## src/rtl/gendelayqueue_n_if.sv

```systemverilog
// Handshake/bus bundle for the gendelayqueue_n delay queue.
// The master drives writes, reads and flush; the slave (the queue) returns head data and status.
interface gendelayqueue_n_if #(
    parameter int WIDTH = 8,
    parameter int DEPTH = 4,
    parameter int CW    = $clog2(DEPTH + 1)
);
    logic             we;
    logic [WIDTH-1:0] idata;
    logic             re;
    logic             flush;
    logic [WIDTH-1:0] wdata;
    logic             oready;
    logic             full;
    logic             empty;
    logic             almost_full;
    logic [CW-1:0]    count;
    logic             overflow;
    logic             underflow;

    modport master (
        output we, idata, re, flush,
        input  wdata, oready, full, empty, almost_full, count, overflow, underflow
    );

    modport slave (
        input  we, idata, re, flush,
        output wdata, oready, full, empty, almost_full, count, overflow, underflow
    );
endinterface

```

## src/rtl/gendelayqueue_n.sv

```systemverilog
// Bubble-collapsing shift-register delay queue: entries enter at stage 0 (tail),
// advance into empty or moving slots, and are presented at stage DEPTH-1 (head).
module gendelayqueue_n #(
    parameter int WIDTH = 8,
    parameter int DEPTH = 4,
    parameter int CW    = $clog2(DEPTH + 1),
    parameter int AFULL = DEPTH - 1
) (
    input logic               clk,
    input logic               rst,
    gendelayqueue_n_if.slave  q
);

    logic [DEPTH-1:0] r_v;
    logic [WIDTH-1:0] r_d [DEPTH];
    logic [CW-1:0]    r_count;
    logic             r_overflow;
    logic             r_underflow;

    logic [DEPTH-1:0] w_vacant;
    logic [DEPTH-1:0] w_mv;
    logic             w_wrAcc;
    logic             w_rdAcc;

    assign w_vacant = ~r_v;

    // A stage may advance when the head is being read or any stage at or above it
    // is empty; this is the unrolled form of the ripple move chain.
    always_comb begin
        w_mv = '0;
        for (int i = 0; i < DEPTH; i++) begin
            w_mv[i] = q.re | (|(w_vacant >> i));
        end
    end

    assign w_wrAcc = q.we & w_mv[0];
    assign w_rdAcc = q.re & r_v[DEPTH-1];

    always_ff @(posedge clk) begin
        if (rst) begin
            r_v         <= '0;
            r_count     <= '0;
            r_overflow  <= 1'b0;
            r_underflow <= 1'b0;
            for (int i = 0; i < DEPTH; i++) begin
                r_d[i] <= '0;
            end
        end else if (q.flush) begin
            r_v     <= '0;
            r_count <= '0;
        end else begin
            for (int i = 1; i < DEPTH; i++) begin
                if (w_mv[i]) begin
                    r_v[i] <= r_v[i-1];
                    r_d[i] <= r_d[i-1];
                end
            end
            if (w_mv[0]) begin
                r_v[0] <= q.we;
                r_d[0] <= q.idata;
            end
            r_count <= r_count + CW'(w_wrAcc) - CW'(w_rdAcc);
            if (q.we && !w_mv[0]) begin
                r_overflow <= 1'b1;
            end
            if (q.re && !r_v[DEPTH-1]) begin
                r_underflow <= 1'b1;
            end
        end
    end

    assign q.wdata       = r_d[DEPTH-1];
    assign q.oready      = r_v[DEPTH-1];
    assign q.full        = r_v[0];
    assign q.empty       = ~(|r_v);
    assign q.count       = r_count;
    assign q.almost_full = (r_count >= CW'(AFULL));
    assign q.overflow    = r_overflow;
    assign q.underflow   = r_underflow;

endmodule

```

## src/flat_wrapper.sv

```systemverilog
// flat-port wrapper written by rule: the top's interface ports become plain ports
module gendelayqueue_n_flat 
#(
    parameter int WIDTH = 8,
    parameter int DEPTH = 4,
    parameter int CW    = $clog2(DEPTH + 1),
    parameter int AFULL = DEPTH - 1
)
  (clk, rst, q_we, q_idata, q_re, q_flush, q_wdata, q_oready, q_full, q_empty, q_almost_full, q_count, q_overflow, q_underflow);
  gendelayqueue_n_if #(.WIDTH(WIDTH), .DEPTH(DEPTH), .CW(CW)) q_i ();
  input logic clk;
  input logic rst;
  input wire logic [$bits(q_i.we)-1:0] q_we;
  input wire logic [$bits(q_i.idata)-1:0] q_idata;
  input wire logic [$bits(q_i.re)-1:0] q_re;
  input wire logic [$bits(q_i.flush)-1:0] q_flush;
  output wire logic [$bits(q_i.wdata)-1:0] q_wdata;
  output wire logic [$bits(q_i.oready)-1:0] q_oready;
  output wire logic [$bits(q_i.full)-1:0] q_full;
  output wire logic [$bits(q_i.empty)-1:0] q_empty;
  output wire logic [$bits(q_i.almost_full)-1:0] q_almost_full;
  output wire logic [$bits(q_i.count)-1:0] q_count;
  output wire logic [$bits(q_i.overflow)-1:0] q_overflow;
  output wire logic [$bits(q_i.underflow)-1:0] q_underflow;
  assign q_i.we = q_we;
  assign q_i.idata = q_idata;
  assign q_i.re = q_re;
  assign q_i.flush = q_flush;
  assign q_wdata = q_i.wdata;
  assign q_oready = q_i.oready;
  assign q_full = q_i.full;
  assign q_empty = q_i.empty;
  assign q_almost_full = q_i.almost_full;
  assign q_count = q_i.count;
  assign q_overflow = q_i.overflow;
  assign q_underflow = q_i.underflow;
  gendelayqueue_n #(.WIDTH(WIDTH), .DEPTH(DEPTH), .CW(CW), .AFULL(AFULL)) u_core (.clk(clk), .rst(rst), .q(q_i));
endmodule
```

## config.mk

```make
export PLATFORM = sky130hd
export DESIGN_NAME = gendelayqueue_n_flat
export DESIGN_NICKNAME = d
export VERILOG_FILES = /design/src/rtl/gendelayqueue_n_if.sv /design/src/rtl/gendelayqueue_n.sv /design/src/flat_wrapper.sv
export SDC_FILE = /design/constraint.sdc
export NUM_CORES = 1
export LEC_CHECK = 0
export ABC_AREA = 1
export CORE_UTILIZATION = 45
export CTS_CLUSTER_SIZE = 40
export DETAILED_ROUTE_END_ITERATION = 10
export PLACE_DENSITY = 0.74
export REMOVE_ABC_BUFFERS = 1
export SLEW_MARGIN = 20
export SYNTH_ARGS = -nofsm -noshare
export SYNTH_HDL_FRONTEND = slang
export SYNTH_SLANG_ARGS = --single-unit
```

## constraint.sdc

```tcl
create_clock -name clk -period 3.1 [get_ports clk]
set_input_delay 0.775 -clock clk [delete_from_list [all_inputs] [get_ports clk]]
set_output_delay 0.775 -clock clk [all_outputs]
set_load 0.03 [all_outputs]
```

# Word-level counts from Yosys, hierarchy flattened
# Memory sizes are Yosys's and may differ from the RTL's.
# Index checks and enable logic that the tools add are counted.
# Widths: inputs -> output; s select.
[word_totals]
regBits = 9
ramBits = 32
output_inout_bits = 17
wordCells = 57
mem_count = 1
[mem_list]
columns = ["name", "depth", "width", "read_ports", "rd_ports_with_merged_regs", "write_ports", "line_no", "text"]
rows = [
  ["u_core.r_d", 4, 8, 4, 0, 4, "gendelayqueue_n.sv:15", "logic [WIDTH-1:0] r_d [DEPTH];"],
]
[op_classes]
add_sub_neg = 2
n_lt_le_gt_ge = 1
n_mux = 22
n_bitwise = 13
reduce_logical = 11
[op_table]
columns = ["cell", "count"]
rows = [
  ["$mux 8", 4],
  ["$mux 1", 18],
  ["$or 1x1->1", 8],
  ["$reduce_or 4->1", 2],
  ["$not 4->4", 1],
  ["$reduce_and 2->1", 2],
  ["$reduce_or 2->1", 2],
  ["$add 3x1->3", 1],
  ["$ge 3x2->1 const B", 1],
  ["$reduce_or 3->1", 1],
  ["$sub 3x1->3", 1],
  ["$and 1x1->1", 2],
  ["$logic_and 1x1->1", 2],
  ["$logic_not 1->1", 2],
  ["$not 1->1", 2],
]

# Logic depth before layout (Yosys ltp)
[logic_depth]
word_depth = 8
mapped_depth = 9

# Worst setup path after synthesis
# Ideal clock, no wire load.
[synth_path]
path_kind = "reg-to-output"
from = "register u_core.r_v[3]"
to = "output q_empty"
t_arrival_ps = 1448
required_time_ps = 2325
slack_ps = 877
path_stages_with_launch = 2
path_buffers = 0
path_cell_list = "dfxtp_1 nor4_1"
[synth_via]
elab_chain_len = 2
[synth_lines]
columns = ["item", "line_no", "text"]
rows = [
  ["from (decl)", "gendelayqueue_n.sv:14", "logic [DEPTH-1:0] r_v;"],
  ["from (signal, indexed assignment)", "gendelayqueue_n.sv:54", "r_v[i] <= r_v[i-1];"],
  ["$reduce_or 4->1", "gendelayqueue_n.sv:75", "assign q.empty = ~(|r_v);"],
  ["$not 1->1", "gendelayqueue_n.sv:75", ""],
  ["to (decl)", "flat_wrapper.sv:20", "output wire logic [$bits(q_i.empty)-1:0] q_empty;"],
]
# No other way between the ends.

# Worst setup path in the final report
[layout_path]
from = "register u_core.r_count[1], in the netlist u_core.q.count[1]"
to = "output q_almost_full"
[layout_via]
elab_chain_len = 1
[layout_lines]
columns = ["item", "line_no", "text"]
rows = [
  ["from (decl)", "gendelayqueue_n.sv:16", "logic [CW-1:0] r_count;"],
  ["from (signal assigned)", "gendelayqueue_n.sv:62", "r_count <= r_count + CW'(w_wrAcc) - CW'(w_rdAcc);"],
  ["$ge 3x2->1", "gendelayqueue_n.sv:77", "assign q.almost_full = (r_count >= CW'(AFULL));"],
  ["to (decl)", "flat_wrapper.sv:21", "output wire logic [$bits(q_i.almost_full)-1:0] q_almost_full;"],
]
# No other way between the ends.

==> results_dict.tcl <==
set metrics [dict create \
    post_dp_cell_area_mm2 0.00204 \
    yosysWarningCount 0 \
    first_pass_iters 4 \
    fmax_ghz 0.410 \
    grt_setup_unrepaired "no" \
    irDropWorstVdd_mv 0.303 \
    post_drt_wl_per_cell_um 8.60 \
    worstSkewPairLatency_ns 0.28 \
    power_per_cell_area_mw_per_mm2 496 \
    clock_tree_from_tritoncts "done" \
    synth_sequential_area_ratio 0.681 \
    grt-ovfl-total 0 \
    routed_via_density 4.28 \
    synth_ff_type "sky130_fd_sc_hd__edfxtp_1" \
    synthTopCellsByCount "sky130_fd_sc_hd__inv_1, sky130_fd_sc_hd__nor2_1, sky130_fd_sc_hd__edfxtp_1" \
    die_width_um 63.0 \
    worst-endpoint-arrival_ns 1.66 \
    post_cts_resized 0 \
    holdBufCountCts 0 \
    p_sw_frac 0.217 \
    clockBufferDepth 2 \
    critPathLaunch "u_core.q.count[1]" \
    post_cts_buffers 0 \
    remaining_design_rule_violation_count 0 \
    slew_headroom 0.651 \
    htree_num_levels 2 \
    final_cell_count_no_fill 246 \
    synth_area_leaders "sky130_fd_sc_hd__edfxtp_1, sky130_fd_sc_hd__dfxtp_1, sky130_fd_sc_hd__inv_1, sky130_fd_sc_hd__nor2_1, sky130_fd_sc_hd__nand2_1" \
    finalWeightedCongestion 0.805 \
    num-fill-cells 281 \
    p_comb_frac 0.099 \
    worst_r2r_startpoint "u_core.r_v[3]" \
    r2r-end "u_core.q.count[2]" \
    clock-skew-final_ns 0.00504 \
    initial_core_util 0.487 \
    slowest_delay_ns 0.68 \
    critical-path-slowest-cell "sky130_fd_sc_hd__clkdlybuf4s50_1" \
    outcome "completed" \
    global_route_wire_length_before_repair_um 3710 \
    edff_count_synth 32 \
    antennaDiodeCount 0 \
    antenna_violating_nets_post_route 0 \
    critical_path_cell_sequence "ha_1 > o21ai_0 > nand2_1 > clkdlybuf4s50_1" \
    layout_min_cycle_time_ns 2.44 \
    max_cap_viol_count 0 \
    timing.reg2reg.setup_slack_ns 1.43 \
    crit_type "reg -> out" \
    clockPowerShare 0.300 \
    finish.utilization 0.616 \
    average_size_of_a_mapped_cell_um2 10.4 \
    final_min_period_over_clock_period 0.786 \
    numPlacedInstances 238 \
    final_hold_viol_count 0 \
    final_net_count 216 \
    synthMostInstantiatedCell "sky130_fd_sc_hd__inv_1" \
    first_global_vias 954 \
    worst_setup_path_end_kind "output port" \
    hold_path_depth 2 \
    final.hold.worst_slack_ns 0.452 \
    final-seq-area_mm2 0.00114 \
    syn-instance-count 161 \
    worst_pin_slew_ns 0.521 \
    syn-cell-area_mm2 0.00168 \
    worst_setup_hold_path_clk_slew_ns 0.07 \
    cts.sink_count 41 \
    setup_total_negative_slack_ns 0 \
    wirelength_um 2120 \
    async_flop_share 0 \
    placeableCoreArea_mm2 0.00344 \
    port_buffers 29 \
    route.vias.total 1053 \
    grt_start_max_net_pins 13 \
    synthDominantCellAreaShare 0.574 \
    timing_max_transition_violations_final 0 \
    p_int_uw 824 \
    synth_seq_cells 41 \
    path_max_fanout 4 \
    required_ns 2.32 \
    grt_antenna_before_repair 0 \
    report.final.setup_viol 0 \
    r2r_cells 9 \
    min-delay-path-class "reg -> reg" \
    drive_gt1_frac 0.0650 \
    grt_usage 0.124 \
    netSwitchingPower_uw 228 \
    dp_hpwl_um 1660 \
    multi_input_comb_area_um2 362 \
    hold_path_end "u_core.q.overflow" \
    cts_made_buffers 5 \
    drt-initial-drc-count 17 \
    critical_path.startpoint_type "register" \
    die_h_um 63.0 \
    area_growth_syn_to_layout_pct 26.6 \
    stdcell_area_mm2 0.00212 \
    rows 21 \
    worst_hold_startpoint "u_core.q.overflow" \
    io_pins 30 \
    floorplan.die_area_mm2 0.00397 \
    synthDominantAreaCellType "sky130_fd_sc_hd__edfxtp_1" \
    pwr-share-seq 0.601 \
    leakage_uw 0.000903 \
    synth_cell_type_count 15 \
    clock-root-buffer "sky130_fd_sc_hd__clkbuf_8" \
]
sequential cells by signal, summed over array words and instances (netlist names):
name / count
u_core.r_d: 32
u_core.r_v: 4
u_core.q.count: 3
u_core.q.overflow: 1
u_core.q.underflow: 1
worst max-delay path by stage:
stage / endpoint / slack, ns / cells after the start
3_3_place_gp: u_core.q.count[2] / 0.46 / 10
4_1_cts: q_almost_full / 0.63 / 5
5_1_grt: q_almost_full / 0.54 / 4
3_5_place_dp: u_core.q.count[2] / 0.38 / 10
6_report: q_almost_full / 0.66 / 4
2_1_floorplan: q_empty / 0.88 / 1
power groups by stage:
| stage | Combinational, uW | Sequential [uW] | Clock, uW |
|---|---|---|---|
| floorplan | 38.5 | 663 | 0 |
| global placement | 102 | 645 | 0 |
| detailed placement | 105 | 646 | 0 |
| CTS | 105 | 633 | 326 |
| global route | 116 | 636 | 343 |
| finish | 104 | 633 | 315 |
placed cells by master (no fill, tap or decap):
master and instances:
sky130_fd_sc_hd__inv_1 46, sky130_fd_sc_hd__nor2_1 41, sky130_fd_sc_hd__edfxtp_1 32, sky130_fd_sc_hd__clkdlybuf4s50_1 29, sky130_fd_sc_hd__nand2_1 12, sky130_fd_sc_hd__dfxtp_1 9
sky130_fd_sc_hd__clkbuf_8 5, sky130_fd_sc_hd__a21oi_1 4, sky130_fd_sc_hd__o21ai_0 3, sky130_fd_sc_hd__ha_1 3, sky130_fd_sc_hd__nor2_4 2, sky130_fd_sc_hd__o21ai_1 2
sky130_fd_sc_hd__nand2_2 2, sky130_fd_sc_hd__nand3_1 2, sky130_fd_sc_hd__clkinv_2 2, sky130_fd_sc_hd__buf_4 2, sky130_fd_sc_hd__nor4_1 1, sky130_fd_sc_hd__xor2_1 1
sky130_fd_sc_hd__fa_1 1, sky130_fd_sc_hd__clkbuf_1 1
layer usage:
layer	global-route usage	wire, um	up-vias
met5	0	0	-
met4	0.0698	38	0
met3	0.0401	106	4
met2	0.228	1130	24
met1	0.119	845	464
li1	-	-	561
final cells by class:
class | count | area share
Clock buffer | 6 | 0.0342
Clock inverter | 2 | 0.00472
Inverter | 46 | 0.0814
Multi-Input combinational cell | 74 | 0.171
Sequential cell | 41 | 0.538
Tap cell | 46 | 0.0271
Timing Repair Buffer | 31 | 0.144
per-stage QoR:
stage,setup slack (ns),total power (uW)
floorplan,0.877,702
global placement,0.456,746
detailed placement,0.382,750
CTS,0.631,1060
global route,0.544,1090
finish,0.663,1050
worst max-delay path: cells and delay by family (launching register included):
family	cells	cell delay, ns
buffers and inverters	1	0.68
DFF	1	0.40
adders and majority gates	1	0.16
AOI/OAI and AO/OA	1	0.08
and+or+nand+nor	1	0.06
kinds of logic after synthesis:
family	Yosys count	synth area share
simple gates	60	0.149
buf+inv	46	0.103
flops	41	0.681
compound gates	9	0.0269
fa+ha+maj	4	0.0344
xor+xnor	1	0.00523
No activity file was read; power rests on OpenSTA's default activity.
